===== src/rtl/text_buf_pkg.sv =====
// Shared constants and types for the character text buffer writer.
//   ROWS/COLS     : buffer geometry (powers of two)
//   ROW_W/COL_W   : address widths derived from the geometry
//   DATA_W        : character width
//   ASCII_*       : control and range-limit byte values
//   state_e       : writer FSM state encoding
package text_buf_pkg;

  localparam int unsigned ROWS   = 32;
  localparam int unsigned COLS   = 4;
  localparam int unsigned ROW_W  = $clog2(ROWS);
  localparam int unsigned COL_W  = $clog2(COLS);
  localparam int unsigned DATA_W = 8;
  localparam int unsigned IDX_W  = ROW_W + COL_W;

  localparam logic [DATA_W-1:0] ASCII_CR  = 8'h0D;
  localparam logic [DATA_W-1:0] ASCII_LF  = 8'h0A;
  localparam logic [DATA_W-1:0] ASCII_BS  = 8'h08;
  localparam logic [DATA_W-1:0] ASCII_FF  = 8'h0C;
  localparam logic [DATA_W-1:0] ASCII_SP  = 8'h20;
  localparam logic [DATA_W-1:0] ASCII_DEL = 8'h7F;

  typedef enum logic [1:0] {
    ST_IDLE  = 2'd0,
    ST_WRITE = 2'd1,
    ST_CLEAR = 2'd2
  } state_e;

endpackage


===== src/rtl/text_cursor.sv =====
// Text cursor: row/column position counter with wrap-around.
//   clk, reset       : clock, synchronous active-high reset
//   advance_i        : step one cell forward (col fastest, full wrap to top)
//   retreat_i        : step one cell back
//   cr_i             : column to 0
//   lf_i             : row + 1 (wrap), column unchanged
//   zero_i           : cursor to (0,0); overrides all other controls
//   row_o/col_o      : current cursor position
//   prev_row_o/col_o : position one cell back (the BS target cell)
//   at_origin_o      : cursor is at (0,0)
module text_cursor
  import text_buf_pkg::*;
(
  input  logic             clk,
  input  logic             reset,
  input  logic             advance_i,
  input  logic             retreat_i,
  input  logic             cr_i,
  input  logic             lf_i,
  input  logic             zero_i,
  output logic [ROW_W-1:0] row_o,
  output logic [COL_W-1:0] col_o,
  output logic [ROW_W-1:0] prev_row_o,
  output logic [COL_W-1:0] prev_col_o,
  output logic             at_origin_o
);

  logic [ROW_W-1:0] row_q;
  logic [COL_W-1:0] col_q;
  logic [ROW_W-1:0] row_d;
  logic [COL_W-1:0] col_d;
  logic [ROW_W-1:0] next_row;
  logic [COL_W-1:0] next_col;
  logic [ROW_W-1:0] prev_row;
  logic [COL_W-1:0] prev_col;

  // Power-of-two geometry: plain +/-1 gives the modulo wrap for free.
  always_comb begin
    next_col = col_q + 1'b1;
    next_row = (col_q == '1) ? row_q + 1'b1 : row_q;
    prev_col = col_q - 1'b1;
    prev_row = (col_q == '0) ? row_q - 1'b1 : row_q;
  end

  always_comb begin
    row_d = row_q;
    col_d = col_q;
    if (zero_i) begin
      row_d = '0;
      col_d = '0;
    end else if (advance_i) begin
      row_d = next_row;
      col_d = next_col;
    end else if (retreat_i) begin
      row_d = prev_row;
      col_d = prev_col;
    end else if (cr_i) begin
      col_d = '0;
    end else if (lf_i) begin
      row_d = row_q + 1'b1;
    end
  end

  always_ff @(posedge clk) begin
    if (reset) begin
      row_q <= '0;
      col_q <= '0;
    end else begin
      row_q <= row_d;
      col_q <= col_d;
    end
  end

  assign row_o       = row_q;
  assign col_o       = col_q;
  assign prev_row_o  = prev_row;
  assign prev_col_o  = prev_col;
  assign at_origin_o = (row_q == '0) && (col_q == '0);

endmodule


===== src/rtl/text_buffer_writer.sv =====
// Writer side of the character text buffer. Accepts bytes over valid/ready,
// interprets CR/LF/BS/FF, owns the cursor and drives the RAM write port.
// A clear (clear_req or FF) sweeps every cell with 0x00, one per clock.
//   clk, reset          : clock, synchronous active-high reset
//   rx_data/valid/ready : incoming byte handshake
//   clear_req           : one-cycle request to clear the buffer
//   we/w_row/w_col/din  : registered RAM write port
//   cur_row/cur_col     : cursor position for display
//   busy                : clear sweep in progress
module text_buffer_writer
  import text_buf_pkg::*;
(
  input  logic              clk,
  input  logic              reset,
  input  logic [DATA_W-1:0] rx_data,
  input  logic              rx_valid,
  output logic              rx_ready,
  input  logic              clear_req,
  output logic              we,
  output logic [ROW_W-1:0]  w_row,
  output logic [COL_W-1:0]  w_col,
  output logic [DATA_W-1:0] din,
  output logic [ROW_W-1:0]  cur_row,
  output logic [COL_W-1:0]  cur_col,
  output logic              busy
);

  state_e            state_q;
  logic              we_q;
  logic [ROW_W-1:0]  w_row_q;
  logic [COL_W-1:0]  w_col_q;
  logic [DATA_W-1:0] din_q;
  logic              busy_q;
  logic [IDX_W-1:0]  idx_q;
  logic [IDX_W-1:0]  idx_next;

  logic              accept;
  logic              is_print;
  logic              start_clear;
  logic              do_adv;
  logic              do_bs;
  logic              do_cr;
  logic              do_lf;
  logic              sweep_done;
  logic [ROW_W-1:0]  crow;
  logic [COL_W-1:0]  ccol;
  logic [ROW_W-1:0]  prow;
  logic [COL_W-1:0]  pcol;
  logic              at_origin;

  assign rx_ready = (state_q == ST_IDLE) && !clear_req;
  assign accept   = rx_valid && rx_ready;
  assign is_print = (rx_data >= ASCII_SP) && (rx_data < ASCII_DEL);

  always_comb begin
    start_clear = (state_q == ST_IDLE) &&
                  (clear_req || (accept && rx_data == ASCII_FF));
    do_adv      = accept && is_print;
    do_bs       = accept && (rx_data == ASCII_BS) && !at_origin;
    do_cr       = accept && (rx_data == ASCII_CR);
    do_lf       = accept && (rx_data == ASCII_LF);
    sweep_done  = (state_q == ST_CLEAR) && (idx_q == '1);
    idx_next    = idx_q + 1'b1;
  end

  text_cursor u_cursor (
    .clk         (clk),
    .reset       (reset),
    .advance_i   (do_adv),
    .retreat_i   (do_bs),
    .cr_i        (do_cr),
    .lf_i        (do_lf),
    .zero_i      (sweep_done),
    .row_o       (crow),
    .col_o       (ccol),
    .prev_row_o  (prow),
    .prev_col_o  (pcol),
    .at_origin_o (at_origin)
  );

  // idx_q names the cell whose write is on the port this cycle, so the
  // (0,0) write is launched on the same edge that enters CLEAR and busy/we
  // stay aligned for exactly ROWS*COLS cycles.
  always_ff @(posedge clk) begin
    if (reset) begin
      state_q <= ST_IDLE;
      we_q    <= 1'b0;
      w_row_q <= '0;
      w_col_q <= '0;
      din_q   <= '0;
      busy_q  <= 1'b0;
      idx_q   <= '0;
    end else begin
      case (state_q)
        ST_IDLE: begin
          we_q <= 1'b0;
          if (start_clear) begin
            state_q <= ST_CLEAR;
            busy_q  <= 1'b1;
            idx_q   <= '0;
            we_q    <= 1'b1;
            w_row_q <= '0;
            w_col_q <= '0;
            din_q   <= '0;
          end else if (do_adv) begin
            state_q <= ST_WRITE;
            we_q    <= 1'b1;
            w_row_q <= crow;
            w_col_q <= ccol;
            din_q   <= rx_data;
          end else if (do_bs) begin
            state_q <= ST_WRITE;
            we_q    <= 1'b1;
            w_row_q <= prow;
            w_col_q <= pcol;
            din_q   <= '0;
          end
        end
        ST_WRITE: begin
          state_q <= ST_IDLE;
          we_q    <= 1'b0;
        end
        ST_CLEAR: begin
          if (sweep_done) begin
            state_q <= ST_IDLE;
            we_q    <= 1'b0;
            busy_q  <= 1'b0;
          end else begin
            idx_q   <= idx_next;
            we_q    <= 1'b1;
            w_row_q <= idx_next[IDX_W-1 -: ROW_W];
            w_col_q <= idx_next[COL_W-1:0];
            din_q   <= '0;
          end
        end
        default: begin
          state_q <= ST_IDLE;
          we_q    <= 1'b0;
          busy_q  <= 1'b0;
        end
      endcase
    end
  end

  assign we      = we_q;
  assign w_row   = w_row_q;
  assign w_col   = w_col_q;
  assign din     = din_q;
  assign busy    = busy_q;
  assign cur_row = crow;
  assign cur_col = ccol;

endmodule

===== config.mk =====
export PLATFORM = sky130hd
export DESIGN_NAME = text_buffer_writer
export DESIGN_NICKNAME = d
export VERILOG_FILES = /design/src/rtl/text_buf_pkg.sv /design/src/rtl/text_cursor.sv /design/src/rtl/text_buffer_writer.sv
export SDC_FILE = /design/constraint.sdc
export NUM_CORES = 1
export LEC_CHECK = 0
export CAP_MARGIN = 20
export CORE_UTILIZATION = 49
export CTS_BUF_LIST = sky130_fd_sc_hd__clkbuf_2
export DETAILED_ROUTE_END_ITERATION = 10
export PLACE_DENSITY = 0.8
export RECOVER_POWER = 100
export SLEW_MARGIN = 20
export SYNTH_ARGS = -nofsm -noshare
export SYNTH_HDL_FRONTEND = slang
export SYNTH_HIERARCHICAL = 1
export SYNTH_SLANG_ARGS = --single-unit

===== constraint.sdc =====
create_clock -name clk -period 2.8 [get_ports clk]
set_input_delay 0.56 -clock clk [delete_from_list [all_inputs] [get_ports clk]]
set_output_delay 0.56 -clock clk [all_outputs]
set_load 0.01 [all_outputs]

==> results of run 1 <==
## flip-flops by register name, indices dropped and copies added (netlist names)
| register | flops |
|---|---|
| u_cursor/row_o | 5 |
| w_row | 5 |
| we | 1 |
| u_cursor/col_o | 2 |
| idx_q | 7 |
| busy | 1 |
| w_col | 2 |
| din | 8 |
| state_q | 2 |
## final timing paths
path                     start           endpoint  cells after the start
max                  clear_req           rx_ready                      5
min                   w_row[2]           w_row[2]                      2
max reg2reg  u_cursor/row_o[0]  u_cursor/row_o[4]                     10
min reg2reg           w_row[2]           w_row[2]                      2
## cells in the mapped netlist, drive strengths merged
cell type | n | share of area (%)
a211oi | 7 | 2.6
a21boi | 7 | 2.6
a21o | 5 | 2.2
a21oi | 18 | 5.5
a221oi | 9 | 5.7
a22oi | 1 | 0.37
a2bb2oi | 1 | 0.73
a31oi | 2 | 0.61
a41o | 1 | 0.49
and2 | 1 | 0.43
and2b | 1 | 0.37
and3 | 7 | 2.1
and4 | 2 | 0.97
and4bb | 1 | 0.61
buf | 4 | 1.6
clkbuf | 6 | 1.1
clkinv | 1 | 0.24
dfxtp | 33 | 32
ha | 5 | 3.0
inv | 24 | 4.4
mux2 | 2 | 1.1
mux2i | 1 | 0.49
nand2 | 15 | 2.9
nand2b | 10 | 3.0
nand3 | 6 | 1.5
nand4 | 3 | 1.2
nor2 | 21 | 4.2
nor2b | 2 | 0.61
nor3 | 6 | 1.5
nor3b | 2 | 0.73
nor4 | 3 | 0.91
nor4b | 2 | 1.6
o21ai | 13 | 3.2
o31ai | 1 | 0.37
o32ai | 8 | 3.4
or2 | 2 | 0.61
or3 | 4 | 1.5
or4 | 1 | 0.37
xnor2 | 3 | 1.3
xor2 | 5 | 2.1
## per-stage QoR
stage / setup WS (ns) / std cells / instance area (um2)
2_1_floorplan: 0.188 / 246 / 2060
3_3_place_gp: 0.0270 / 335 / 2520
3_5_place_dp: -0.0217 / 335 / 2520
4_1_cts: 0.136 / 343 / 2590
5_1_grt: 0.0572 / 343 / 2520
6_report: 0.139 / 343 / 2520
## critical path, stage by stage
cell,delay [ns]
clkdlybuf4s50_1,0.45
or3_4,0.39
clkinv_2,0.07
buf_4,0.11
clkdlybuf4s50_1,0.52
## report_power, final
group | switching, uW | total [uW] | internal [uW]
Combinational | 105 | 198 | 93.5
Clock | 173 | 326 | 152
Sequential | 13.1 | 502 | 489
## layout make-up
class	count	area (um2)
clock inverters	2	33.8
clock buffers	6	30.0
well taps	50	62.6
fillers	369	1510
inverters	25	95.1
flip-flops and latches	33	661
repair buffers	49	458
multi-input cells	178	1180
## layer usage
| metal | routed length, um | part of all wire, % |
|---|---|---|
| met5 | 0 | 0 |
| met4 | 60 | 1.3 |
| met3 | 182 | 3.9 |
| met2 | 2280 | 49 |
| met1 | 2160 | 46 |
## kinds of logic (layout without fill, tap and decap cells)
kind of cell,count (synthesis),in the layout,synth area share [%]
buffers and inverters,35,82,7.30
AO/OA/AOI/OAI,73,73,27.6
AND/OR/NAND/NOR,89,89,25.0
adder cells (fa/ha/maj),5,5,3.04
flip-flops,33,33,32.1
XOR/XNOR,8,8,3.41
multiplexers,3,3,1.58
==> summary.log, run 1 <==
qor: grt.first_global_vias 1796
qor: floorplan.die_x 66.8 um
qor: finish.layout.cells.most_common_list dfxtp_1, dlygate4sd3_1, inv_1
qor: synth.syn_area_per_cell 8.36 um2
qor: routing.drc_errors 0
qor: grt.grt_max_degree 34
qor: clock_network.cts_tree yes
qor: synth.yosysUniqueCellTypes 52
qor: grt.gr-usage-met2 38.8%
qor: placed_design.place_congestion 0.879
qor: floorplan.ioPinCount 37
qor: grt.grt-busiest-layer met2
qor: worst_setup_path.worst-r2r-setup-slack 0.28 ns
qor: pwr.worst_ir_drop_vdd 0.222 mV
qor: placed_design.port-buffer-count 36
qor: clock_network.post_cts_resized 0
qor: grt.globalRouteOverflowTotal 0
qor: routing.routed_wl 4680 um
qor: synth.synth_seq_area_share 32.1%
qor: clock_network.ctsHoldBuffers 0
qor: clock_network.ctsRootBufferMaster clkbuf_2
qor: clock_network.cts.htree.levels 2
qor: timing.fin_worst_skew 0.0282 ns
qor: worst_setup_path.timing.critical_path.required 2.24 ns
qor: floorplan.coreArea 4030 um2
qor: flow_run.drv.max_cap_violation_count 0
qor: finish.fin_nets 309
qor: timing.fin_worst_hold_slack 0.482 ns
qor: routing.dr_total_vias 1941
qor: worst_setup_path.critPathMaxFanout 4
qor: timing.maxClockFrequency 376 MHz
qor: finish.layout.cells.most_common dfxtp_1
qor: timing.finalCriticalPeriod 2.66 ns
qor: grt.initial_antenna_violation_count 0
qor: clock_network.reg_clk_slew_reported_paths 0.15 ns
qor: synth.yosys_warnings 6
qor: worst_setup_path.cp_data_arrival_time 2.10 ns
qor: pwr.power_density 407 nW/um2
qor: timing.fin_setup_tns 0 ns
qor: routing.detail_route.first_pass.iterations 4
qor: grt.met3_usage 5.14%
qor: worst_setup_path.setup.worst_path.start_class input port
qor: clock_network.cts_num_sinks 33
qor: timing.relSlewSlack 68.3%
qor: worst_setup_path.timing.setup.critical_path_class input port to output pin
qor: timing.setup_violations 0
qor: timing.tightest_slew 0.475 ns
qor: placed_design.detailedPlacementHpwl 3450 um
qor: routing.detail_routed_net_length_per_standard_cell 13.7 um
qor: floorplan.fp.dieArea 4460 um2
qor: timing.grt_setup_unrepaired no
qor: grt.global_route.usage.total 23.4%
qor: finish.syn_to_final_growth 22.7%
qor: finish.antennaDiodeCount 0
qor: status.run_status complete, no violations
qor: timing.final-max-slew-violation-count 0
qor: synth.syn-cell-area 2060 um2
qor: routing.via_per_inst 5.66
qor: pwr.post-layout-total-power 1030 uW
qor: synth.postSynthCellCount 246
qor: clock_network.postCtsSetupRepairBufs 0
qor: clock_network.worst_skew_pair.late_latency 0.40 ns
qor: finish.layout.core_utilization 62.6%
qor: synth.synth.ff_latch_count 33
qor: finish.layout_cell_share_with_drive_strength_beyond_1 11.6%
qor: synth.syn-num-nets 263
qor: floorplan.initial_core_util 51.1%
qor: floorplan.chipHeight 66.8 um
qor: clock_network.cts_inserted_buffers 5
qor: routing.drtIter0Drc 116
qor: grt.grt_pass1_wl 7890 um
qor: grt.use_met1 29.4%
qor: timing.fin_crit_sh 95.0%
qor: timing.timing_hold_violations_final 0
qor: worst_hold_path.worstHoldPathType flop to flop
qor: routing.drt.antenna.violating_nets 0
qor: pwr.power_leakage 0.00107 uW
qor: worst_setup_path.cp_capture_type output pin
qor: clock_network.cts-root-to-sink-buffers 2
qor: floorplan.std_cell_rows 23
(Power assumes the default switching activity.)
==> run 2, diff against run 1 <==
--- a/config.mk
+++ b/config.mk
@@ -11,6 +11,7 @@
 export DETAILED_ROUTE_END_ITERATION = 10
 export PLACE_DENSITY = 0.8
 export RECOVER_POWER = 100
+export SETUP_SLACK_MARGIN = 0.1
 export SLEW_MARGIN = 20
 export SYNTH_ARGS = -nofsm -noshare
 export SYNTH_HDL_FRONTEND = slang
==> run 2 against run 1 <==
Non-clock buffer count unchanged. Clock power about the same. Global-route usage unchanged. Design area about the same. Combinational power about the same. Sequential power about the same. Worst hold slack worse by 0.00087 ns. Largest cell class unchanged. Largest power group unchanged.
==> summary.log, run 2 (synthesis results as in run 1) <==
qor: status.run_status complete, no violations
qor: grt.globalRouteOverflowTotal 0
qor: timing.maxClockFrequency 397 MHz
qor: finish.layout.core_utilization 62.6%
qor: finish.antennaDiodeCount 0
qor: worst_setup_path.timing.critical_path.required 3.09 ns
qor: routing.dr_total_vias 1934
qor: floorplan.fp.dieArea 4460 um2
qor: flow_run.drv.max_cap_violation_count 0
qor: grt.initial_antenna_violation_count 0
qor: placed_design.detailedPlacementHpwl 3450 um
qor: grt.global_route.usage.total 23.4%
qor: grt.first_global_vias 1796
qor: clock_network.cts_num_sinks 33
qor: finish.fin_nets 309
qor: worst_setup_path.cp_capture_type flop
qor: clock_network.cts-root-to-sink-buffers 2
qor: floorplan.std_cell_rows 23
qor: floorplan.die_x 66.8 um
qor: pwr.power_leakage 0.00106 uW
qor: placed_design.port-buffer-count 36
qor: floorplan.chipHeight 66.8 um
qor: routing.routed_wl 4670 um
qor: finish.layout_cell_share_with_drive_strength_beyond_1 11.6%
qor: timing.fin_crit_sh 90.0%
qor: timing.grt_setup_unrepaired no
qor: timing.final-max-slew-violation-count 0
qor: placed_design.number_of_placed_cells_counting_well_taps 335
qor: floorplan.ioPinCount 37
qor: worst_setup_path.critPathSlowestCell dfxtp_1
qor: clock_network.cts_inserted_buffers 5
qor: finish.layout.cells.most_common dfxtp_1
qor: clock_network.reg_clk_slew_reported_paths 0.17 ns
qor: worst_setup_path.cp_cell_sequence inv_1 -> ha_1 -> nand2_2 -> nor4_1 -> nor3_1 -> and4_4 -> nand2b_1 -> or4_1 -> a21oi_1 -> mux2_1
qor: timing.postLayoutSetupSlackWorst 0.280 ns
qor: timing.finalCriticalPeriod 2.52 ns
qor: grt.grt_max_degree 34
qor: routing.detail_route.first_pass.iterations 4
qor: timing.setup_violations 0
qor: worst_setup_path.critPathMaxFanout 9
qor: finish.syn_to_final_growth 22.6%
qor: worst_setup_path.r2r.worst_path.cells 10
qor: finish.final_non_filler_cell_total 343
qor: clock_network.cts.htree.levels 2
qor: clock_network.ctsHoldBuffers 0
qor: routing.via_per_inst 5.64
qor: floorplan.initial_core_util 51.1%
qor: grt.grt_pass1_wl 7890 um
qor: floorplan.coreArea 4030 um2
qor: clock_network.cts_tree yes
qor: pwr.power_density 407 nW/um2
qor: routing.drtIter0Drc 125
qor: timing.relSlewSlack 69.0%
qor: timing.tightest_slew 0.465 ns
qor: worst_setup_path.timing.setup.critical_path_class flop to flop
qor: finish.largest_register_ffs 8
qor: routing.drc_errors 0
qor: finish.layout.cells.most_common_list dfxtp_1, inv_1, dlygate4sd3_1
qor: placed_design.place_congestion 0.879
qor: pwr.worst_ir_drop_vdd 0.222 mV
qor: worst_setup_path.setup.worst_path.start_class flop
qor: worst_setup_path.cp_data_arrival_time 2.81 ns
qor: routing.drt.antenna.violating_nets 0
qor: clock_network.ctsRootBufferMaster clkbuf_2
qor: worst_setup_path.max_stage_delay 0.52 ns
qor: timing.timing_hold_violations_final 0
qor: worst_hold_path.whs_path_depth 2
qor: clock_network.worst_skew_pair.late_latency 0.40 ns
qor: routing.detail_routed_net_length_per_standard_cell 13.6 um
qor: placed_design.post-place-ws -0.0217 ns
qor: timing.fin_worst_skew 0.0302 ns
qor: worst_hold_path.worstHoldPathType flop to flop
run 2: cell types whose count changed in the layout (fill, tap and decap cells not counted):
cell and delta:
and2_1 -1, clkdlybuf4s25_1 +1, and2_4 +1, clkbuf_1 +1
dlygate4sd3_1 -1, buf_4 -1
run 2: worst max-delay path, delay by kind of cell, from the launching register on:
kind | cells | cell delay (ns)
compound gates | 1 | 0.18
flops | 1 | 0.52
buf+inv | 1 | 0.08
mux | 1 | 0.34
simple gates | 6 | 1.10
fa+ha+maj | 1 | 0.21
run 2: report_power, final:
part,switching (uW),internal [uW],total [uW]
sequential,13.1,489,502
clock,173,152,325
combinational,105,94.0,199
run 2: final timing paths:
| check | start | to | slack (ns) |
|---|---|---|---|
| setup / recovery | u_cursor/row_o[0] | u_cursor/row_o[4] | 0.28 |
| hold / removal | w_row[2] | w_row[2] | 0.48 |
| setup reg to reg | u_cursor/row_o[0] | u_cursor/row_o[4] | 0.28 |
| hold reg to reg | w_row[2] | w_row[2] | 0.48 |
run 2: repair_timing:
action | CTS | global route
setup endpoints to repair | 0 | 1
gates resized for setup | 0 | 1
buffers inserted | 0 | 0
run 2: layout make-up:
cell class,instances,area [um2]
inverters,25,95.1
clock inverters,2,33.8
fillers,368,1510
well taps,50,62.6
multi-input cells,178,1190
flip-flops and latches,33,661
clock buffers,6,30.0
repair buffers,49,454
run 2: routing by layer:
| layer | up-vias | GRT usage (%) | wire, um |
|---|---|---|---|
| li1 | 980 | - | - |
| met1 | 901 | 29.4 | 2200 |
| met2 | 50 | 38.8 | 2250 |
| met3 | 3 | 5.14 | 184 |
| met4 | 0 | 8.51 | 34 |
| met5 | - | 0 | 0 |
run 2: through the flow:
stage | cell area, um2 | setup TNS, ns | total power, uW | hold slack (ns)
after global placement | 2520 | 0 | 727 | 0.451
after detailed placement | 2520 | -0.0217 | 731 | 0.458
final | 2520 | 0 | 1030 | 0.481
after global routing | 2520 | 0 | 1070 | 0.500
after floorplan | 2060 | 0 | 643 | 0.454
after CTS | 2590 | 0 | 1050 | 0.479
